<file path="config.mk">
export PLATFORM = sky130hd
export DESIGN_NAME = reg_dump
export DESIGN_NICKNAME = d
export VERILOG_FILES = /design/src/rtl/reg_dump_pkg.sv /design/src/rtl/reg_dump.sv
export SDC_FILE = /design/constraint.sdc
export NUM_CORES = 1
export LEC_CHECK = 0
export CAP_MARGIN = 10
export CORE_ASPECT_RATIO = 1.25
export CORE_UTILIZATION = 35
export CTS_BUF_LIST = sky130_fd_sc_hd__clkbuf_4 sky130_fd_sc_hd__clkbuf_8
export DETAILED_ROUTE_END_ITERATION = 8
export PLACE_DENSITY = 0.71
export REMOVE_ABC_BUFFERS = 1
export SLEW_MARGIN = 15
export SYNTH_ARGS = -nofsm -noshare
export SYNTH_HDL_FRONTEND = slang
export SYNTH_SLANG_ARGS = --single-unit
</file>
<file path="constraint.sdc">
create_clock -name clk -period 2 [get_ports clk]
set_input_delay 0.2 -clock clk [delete_from_list [all_inputs] [get_ports clk]]
set_output_delay 0.2 -clock clk [all_outputs]
set_load 0.1 [all_outputs]
</file>
<file path="src/rtl/reg_dump_pkg.sv">
// reg_dump_pkg: shared widths, register count and FSM state encoding
// for the register-file debug dumper.
package reg_dump_pkg;

   localparam int REG_ADDR_W = 5;
   localparam int REG_DATA_W = 32;
   localparam int NUM_REGS   = 32;

   typedef logic [1:0] state_t;

   localparam state_t IDLE = 2'd0;
   localparam state_t SEND = 2'd1;
   localparam state_t DONE = 2'd2;

   // Next register index; relies on natural REG_ADDR_W-bit wrap (31 -> 0).
   function automatic logic [REG_ADDR_W-1:0] addr_inc(input logic [REG_ADDR_W-1:0] a);
      return a + REG_ADDR_W'(1);
   endfunction

endpackage

</file>
<file path="src/rtl/reg_dump.sv">
// reg_dump: walks an inclusive, wrap-around range of register addresses
// through a combinational read port and streams (addr, data) pairs out
// over a valid/ready handshake, one word per cycle at full rate.
// Optional feature macro: REG_DUMP_FREEZE_EN adds the freeze output,
// which the core uses to gate RegWrite so the dump is an atomic snapshot.
//
// Handshake: a word transfers on a rising clk edge where out_valid and
// out_ready are both high; while out_valid is high and out_ready low,
// out_addr/out_data/out_last hold stable and out_valid stays high.
module reg_dump
   import reg_dump_pkg::*;
(
   input  logic                  clk,
   input  logic                  rst,
   input  logic                  start,
   input  logic [REG_ADDR_W-1:0] first_reg,
   input  logic [REG_ADDR_W-1:0] last_reg,
   output logic [REG_ADDR_W-1:0] rd_addr,
   input  logic [REG_DATA_W-1:0] rd_data,
   output logic                  out_valid,
   input  logic                  out_ready,
   output logic [REG_ADDR_W-1:0] out_addr,
   output logic [REG_DATA_W-1:0] out_data,
   output logic                  out_last,
   output logic                  busy,
   output logic                  done
`ifdef REG_DUMP_FREEZE_EN
   ,
   output logic                  freeze
`endif
);

   state_t                  state_q, state_d;
   logic                    out_valid_q, out_valid_d;
   logic [REG_ADDR_W-1:0]   out_addr_q, out_addr_d;
   logic [REG_DATA_W-1:0]   out_data_q, out_data_d;
   logic [REG_ADDR_W-1:0]   last_q, last_d;

   logic                    hs;
   logic                    at_last;

   // A word is accepted this cycle, and whether it ends the range.
   assign hs      = out_valid_q && out_ready;
   assign at_last = (state_q == SEND) && (out_addr_q == last_q);

   // State register and datapath flops; reset aborts any dump in progress.
   always_ff @(posedge clk) begin
      if (rst) begin
         state_q     <= IDLE;
         out_valid_q <= 1'b0;
         out_addr_q  <= '0;
         out_data_q  <= '0;
         last_q      <= '0;
      end else begin
         state_q     <= state_d;
         out_valid_q <= out_valid_d;
         out_addr_q  <= out_addr_d;
         out_data_q  <= out_data_d;
         last_q      <= last_d;
      end
   end

   // Next-state logic: IDLE -> SEND on start, SEND -> DONE on final handshake.
   always_comb begin
      state_d = state_q;
      case (state_q)
         IDLE:    if (start) state_d = SEND;
         SEND:    if (hs && at_last) state_d = DONE;
         DONE:    state_d = IDLE;
         default: state_d = IDLE;
      endcase
   end

   // Datapath: capture the first word on start, advance on each non-final handshake.
   always_comb begin
      out_valid_d = out_valid_q;
      out_addr_d  = out_addr_q;
      out_data_d  = out_data_q;
      last_d      = last_q;
      case (state_q)
         IDLE: begin
            if (start) begin
               last_d      = last_reg;
               out_data_d  = rd_data;
               out_addr_d  = first_reg;
               out_valid_d = 1'b1;
            end
         end
         SEND: begin
            if (hs) begin
               if (at_last) begin
                  out_valid_d = 1'b0;
               end else begin
                  out_data_d = rd_data;
                  out_addr_d = addr_inc(out_addr_q);
               end
            end
         end
         default: begin
            out_valid_d = 1'b0;
         end
      endcase
   end

   // Outputs: read address looks one word ahead so the next word is ready on handshake.
   always_comb begin
      rd_addr   = (state_q == IDLE) ? first_reg : addr_inc(out_addr_q);
      out_valid = out_valid_q;
      out_addr  = out_addr_q;
      out_data  = out_data_q;
      out_last  = at_last;
      busy      = (state_q != IDLE);
      done      = (state_q == DONE);
   end

`ifdef REG_DUMP_FREEZE_EN
   logic freeze_q, freeze_d;

   // Freeze covers every SEND cycle up to and including the final handshake.
   always_comb begin
      freeze_d = ((state_q == IDLE) && start) ||
                 ((state_q == SEND) && !(hs && at_last));
   end

   // Freeze register; dropped by reset so an aborted dump releases writes.
   always_ff @(posedge clk) begin
      if (rst) freeze_q <= 1'b0;
      else     freeze_q <= freeze_d;
   end

   assign freeze = freeze_q;
`endif

endmodule
</file>
## After elaboration in Yosys (flattened, before gate mapping)

Index checks and enable logic that the tools add are counted.

- Register bits: 45
- Input port bits: 46
- Output and inout bits: 46
- Word-level logic and storage cells: 40

- Add/subtract/negate cells: 1
- Equality and inequality tests: 8
- Multiplexer cells: 16
- Reduce and logical (&&, ||, !) cells: 10

Operator list:

| kind | count |
|---|---|
| 32-bit 2-to-1 mux | 3 |
| 32-bit one-hot mux with 2 select lines | 1 |
| 5-bit 2-to-1 mux | 4 |
| 5-bit one-hot mux with 2 select lines | 1 |
| 2-bit != test, second input constant | 4 |
| 5-bit by 1-bit adder with 5-bit output, second input constant | 1 |
| 5-bit equality test | 1 |
| 2-bit 2-to-1 mux | 2 |
| 2-bit one-hot mux with 2 select lines | 1 |
| 2-bit AND reduction | 2 |
| 4-bit AND reduction | 1 |
| 2-bit nonzero test | 2 |
| 1-bit logical AND | 3 |
| 1-bit 2-to-1 mux | 3 |
| 3-bit AND reduction | 1 |
| 2-bit by 1-bit equality test with 1-bit output, second input constant | 1 |
| 2-bit equality test, second input constant | 1 |
| 2-bit logical NOT | 1 |
| 2-bit by 1-bit != test with 1-bit output, second input constant | 1 |
| 1-bit one-hot mux with 2 select lines | 1 |

## Longest topological paths before layout

Gate-level depths: netlist of the first run.

- Word-level depth: 5
- Gate-level depth with buffers: 8
- Depth with buffers taken out: 5

## Least setup slack after synthesis of the first run

No wires, ideal clock.

- Path kind: flip-flop to output port
- Start point: register out_addr_q[0] (netlist: out_addr[0])
- End point: output port rd_addr[4]
- Data arrival time: 3,868 ps
- Data required time: 1,800 ps
- Path slack: -2,068 ps
- Stages on the path, launching flop included: 5
- Path buffers: 0
- Cells stage by stage: dfxtp_1 -> ha_1 -> nand3_1 -> xor2_1 -> o21ai_0

- Word-level cells in the longest chain between the ends: 2

RTL lines:

| what | line | source |
|---|---|---|
| start: declaration | reg_dump.sv:35 | `logic [REG_ADDR_W-1:0] out_addr_q, out_addr_d;` |
| start signal: assignment | reg_dump.sv:57 | `out_addr_q <= out_addr_d;` |
| 5-bit by 1-bit adder with 5-bit output | reg_dump_pkg.sv:17 | `return a + REG_ADDR_W'(1);` |
| 5-bit 2-to-1 mux | reg_dump.sv:107 | `rd_addr = (state_q == IDLE) ? first_reg : addr_inc(out_addr_q);` |
| end: declaration | reg_dump.sv:18 | `output logic [REG_ADDR_W-1:0] rd_addr,` |

Every way passes these cells.

## Worst setup path after layout of the first run

Ends and elaborated chain as after synthesis.

==> results of run 1 <==
[worst reg2reg max path, stage by stage (launching register included)]
cell and delay, ns:
dfxtp_1 0.37, xor2_1 0.19, nor3_1 0.26, a31o_2 0.36, buf_12 0.27, mux2i_1 0.26, nor2_1 0.05
[report_power, final]
| group | total (mW) | internal [mW] | switching [mW] | leakage [nW] |
|---|---|---|---|---|
| clock network | 0.597 | 0.312 | 0.284 | 0.0542 |
| logic | 1.31 | 0.399 | 0.915 | 0.981 |
| registers | 1.04 | 0.983 | 0.0607 | 0.370 |
[how the worst min path moves through the flow]
| stage | end | slack (ns) | depth (start not counted) | startpoint |
|---|---|---|---|---|
| 3_3_place_gp | out_data[1] | 0.48 | 2 | out_data[1] |
| 5_1_grt | out_data[28] | 0.52 | 3 | rd_data[28] |
| 4_1_cts | state_q[1] | 0.50 | 2 | out_valid |
| 6_report | out_data[19] | 0.50 | 2 | out_data[19] |
| 2_1_floorplan | out_addr[0] | 0.27 | 1 | rst |
| 3_5_place_dp | out_data[11] | 0.49 | 2 | out_data[11] |
[stage by stage]
step	instance area, sq um	utilization	total power, mW
after floorplan	1808	-	2.015
after global placement	2819	0.5510	2.374
after CTS	2922	0.5710	2.988
after detailed placement	2819	0.5510	2.385
final	2923	0.5713	2.954
after global routing	2923	0.5713	3.087
[Yosys cell counts, types with 3 or more instances]
| master | n | area share |
|---|---|---|
| nand2_1 | 8 | 0.016 |
| mux2i_1 | 38 | 0.20 |
| nand3_1 | 3 | 0.0080 |
| o21ai_0 | 9 | 0.024 |
| a21oi_1 | 6 | 0.016 |
| nand2b_1 | 4 | 0.013 |
| nor2_1 | 42 | 0.084 |
| xor2_1 | 7 | 0.033 |
| clkbuf_1 | 7 | 0.014 |
| dfxtp_1 | 45 | 0.48 |
[cell families after synthesis]
| kind of cell | count (synthesis) | share of synthesized area |
|---|---|---|
| mux | 40 | 0.2137 |
| fa+ha+maj | 1 | 0.006635 |
| flops | 45 | 0.4778 |
| buf+inv | 16 | 0.04512 |
| xor+xnor | 8 | 0.03716 |
| compound gates | 22 | 0.06968 |
| simple gates | 66 | 0.1500 |
[flip-flops by register name, summed over array words and instances (netlist names)]
signal / cells
state_q: 2
out_addr: 5
out_data: 32
last_q: 5
out_valid: 1
[layout make-up]
type | count | area, sq um
Clock buffer | 7 | 96.34
Sequential cell | 45 | 903.4
Clock inverter | 1 | 5.005
Tap cell | 62 | 77.57
Timing Repair Buffer | 96 | 933.4
Inverter | 2 | 7.507
Fill cell | 468 | 2193
Multi-Input combinational cell | 137 | 899.6
[layer usage]
metal | vias up | GRT usage | share of wire
li1 | 842 | - | -
met1 | 736 | 0.1851 | 0.44
met2 | 60 | 0.2502 | 0.48
met3 | 2 | 0.04645 | 0.077
met4 | 0 | 0.04642 | 0.0046
met5 | - | 0 | 0
[timing repair]
item	4_1_cts	5_1_grt
cloned	0	0
setup endpoints to repair	1	1
gates resized for setup	2	1
==> results.sh, run 1 <==
export IMPL_clk_path_buf_depth=2
export IMPL_r2r_cells=6
export IMPL_min_delay_path_class="reg2reg"
export IMPL_fp_dieArea_sq_mm=0.005687
export IMPL_die_w_um=67.65
export IMPL_crit_buf_inv=1
export IMPL_fin_skew_ns=0.005128
export IMPL_worstPathCellList="ha_1, nand3_1, xor2_1, o21ai_1, buf_12"
export IMPL_worstSetupStartpointType="flop"
export IMPL_final_common_cell="clkdlybuf4s50_1"
export IMPL_core_area_sq_mm=0.005116
export IMPL_dr_pass1_iters=4
export IMPL_path_class="reg2out"
export IMPL_grt_ovfl_total=0
export IMPL_status="finished clean"
export IMPL_synth_area_sq_mm=0.001886
export IMPL_initial_core_util=0.3685
export IMPL_clk_pin_slew_ns=0.08
export IMPL_synth_seq_cells=45
export IMPL_rsz0062_at_grt="no"
export IMPL_ys_flop_type="dfxtp_1"
export IMPL_max_slew_margin=0.7450
export IMPL_fin_nets=334
export IMPL_synthToLayoutAreaGrowth_pct=55.01
export IMPL_io_pins=92
export IMPL_dp_cells=342
export IMPL_power_leakage_nw=1.406
export IMPL_ys_types=30
export IMPL_startpoint="out_addr[0]"
export IMPL_synth_seq_area_share=0.4778
export IMPL_cp_num_cells=5
export IMPL_arrival_ns=1.69
export IMPL_netlist_instances=198
export IMPL_slowest_stage="dfxtp_2"
export IMPL_grt_max_degree=40
export IMPL_clk_latency_ns=0.28
export IMPL_post_cts_buffers=0
export IMPL_ant_nets=0
export IMPL_required_ns=1.80
export IMPL_io_buffers=91
export IMPL_layout_drive_gt1_share=0.2222
export IMPL_cp_top_family="flip-flops"
export IMPL_synthArstFlopShare=0
export IMPL_critPathMaxFanout=7
export IMPL_drt_initial_drc_count=105
export IMPL_endpoint="rd_addr[4]"
export IMPL_rr_startpoint="out_addr[3]"
export IMPL_slew_violations=0
export IMPL_htreeDepth=2
export IMPL_totalNegativeSetupSlack_ns=0
export IMPL_r2r_end="out_data[9]"
export IMPL_holdWs_ns=0.5037
export IMPL_final_cell_count_no_fill=350
export IMPL_hpwl_um=3081
export IMPL_fin_crit_ns=1.891
export IMPL_num_vias=1640
export IMPL_setup_slack_ns=0.1087
export IMPL_grt_use_total=0.1525
export IMPL_routabilityCongestion=0.7322
export IMPL_cap_violations=0
export IMPL_wirelength_um=4146
export IMPL_grt_pass1_vias=1542
export IMPL_yosysWarnings=0
export IMPL_grt_pass1_wl_um=6727
export IMPL_cpPeakStageDelay_ns=0.41
export IMPL_cts_made_buffers=5
export IMPL_vias_per_cell=4.686
export IMPL_root_buffer="clkbuf_8"
export IMPL_p_per_area_mw_per_mm2=1011
export IMPL_most_common_layout_cells="45 x clkdlybuf4s50_1, 43 x dfxtp_1, 43 x buf_4, 42 x nor2_1, 38 x mux2i_1"
export IMPL_fmax_ghz=0.5287
export IMPL_wl_per_cell_um=11.85
export IMPL_worst_slew_pin_slew_ns=0.3826
export IMPL_cts_tree="yes"
export IMPL_syn_avg_cell_area_sq_um=9.523
export IMPL_cts_sinks=45
export IMPL_cp_end_kind="output pin"
export IMPL_num_rows=29
export IMPL_diodes=0
export IMPL_max_vdd_ir_drop_mv=0.6552
export IMPL_synth_edf_count=0
export IMPL_drc=0
export IMPL_die_h_um=84.06
export IMPL_setup_violations=0
export IMPL_reg2reg_slack_ns=0.14
export IMPL_post_route_period_util=0.9456
export IMPL_pre_cts_ws_ns=0.1158
export IMPL_grt_antenna_before_repair=0
export IMPL_finalHoldViolations=0
export IMPL_hold_buffers=0
Note: power is estimated with default switching activity, not from simulation.
==> run 2, diff against run 1 <==
--- a/config.mk
+++ b/config.mk
@@ -12,7 +12,6 @@
 export DETAILED_ROUTE_END_ITERATION = 8
 export PLACE_DENSITY = 0.71
 export REMOVE_ABC_BUFFERS = 1
-export SLEW_MARGIN = 15
 export SYNTH_ARGS = -nofsm -noshare
 export SYNTH_HDL_FRONTEND = slang
 export SYNTH_SLANG_ARGS = --single-unit
==> results of run 2 <==
Same layout as run 1: the final DEF is identical, and so are final timing and power.
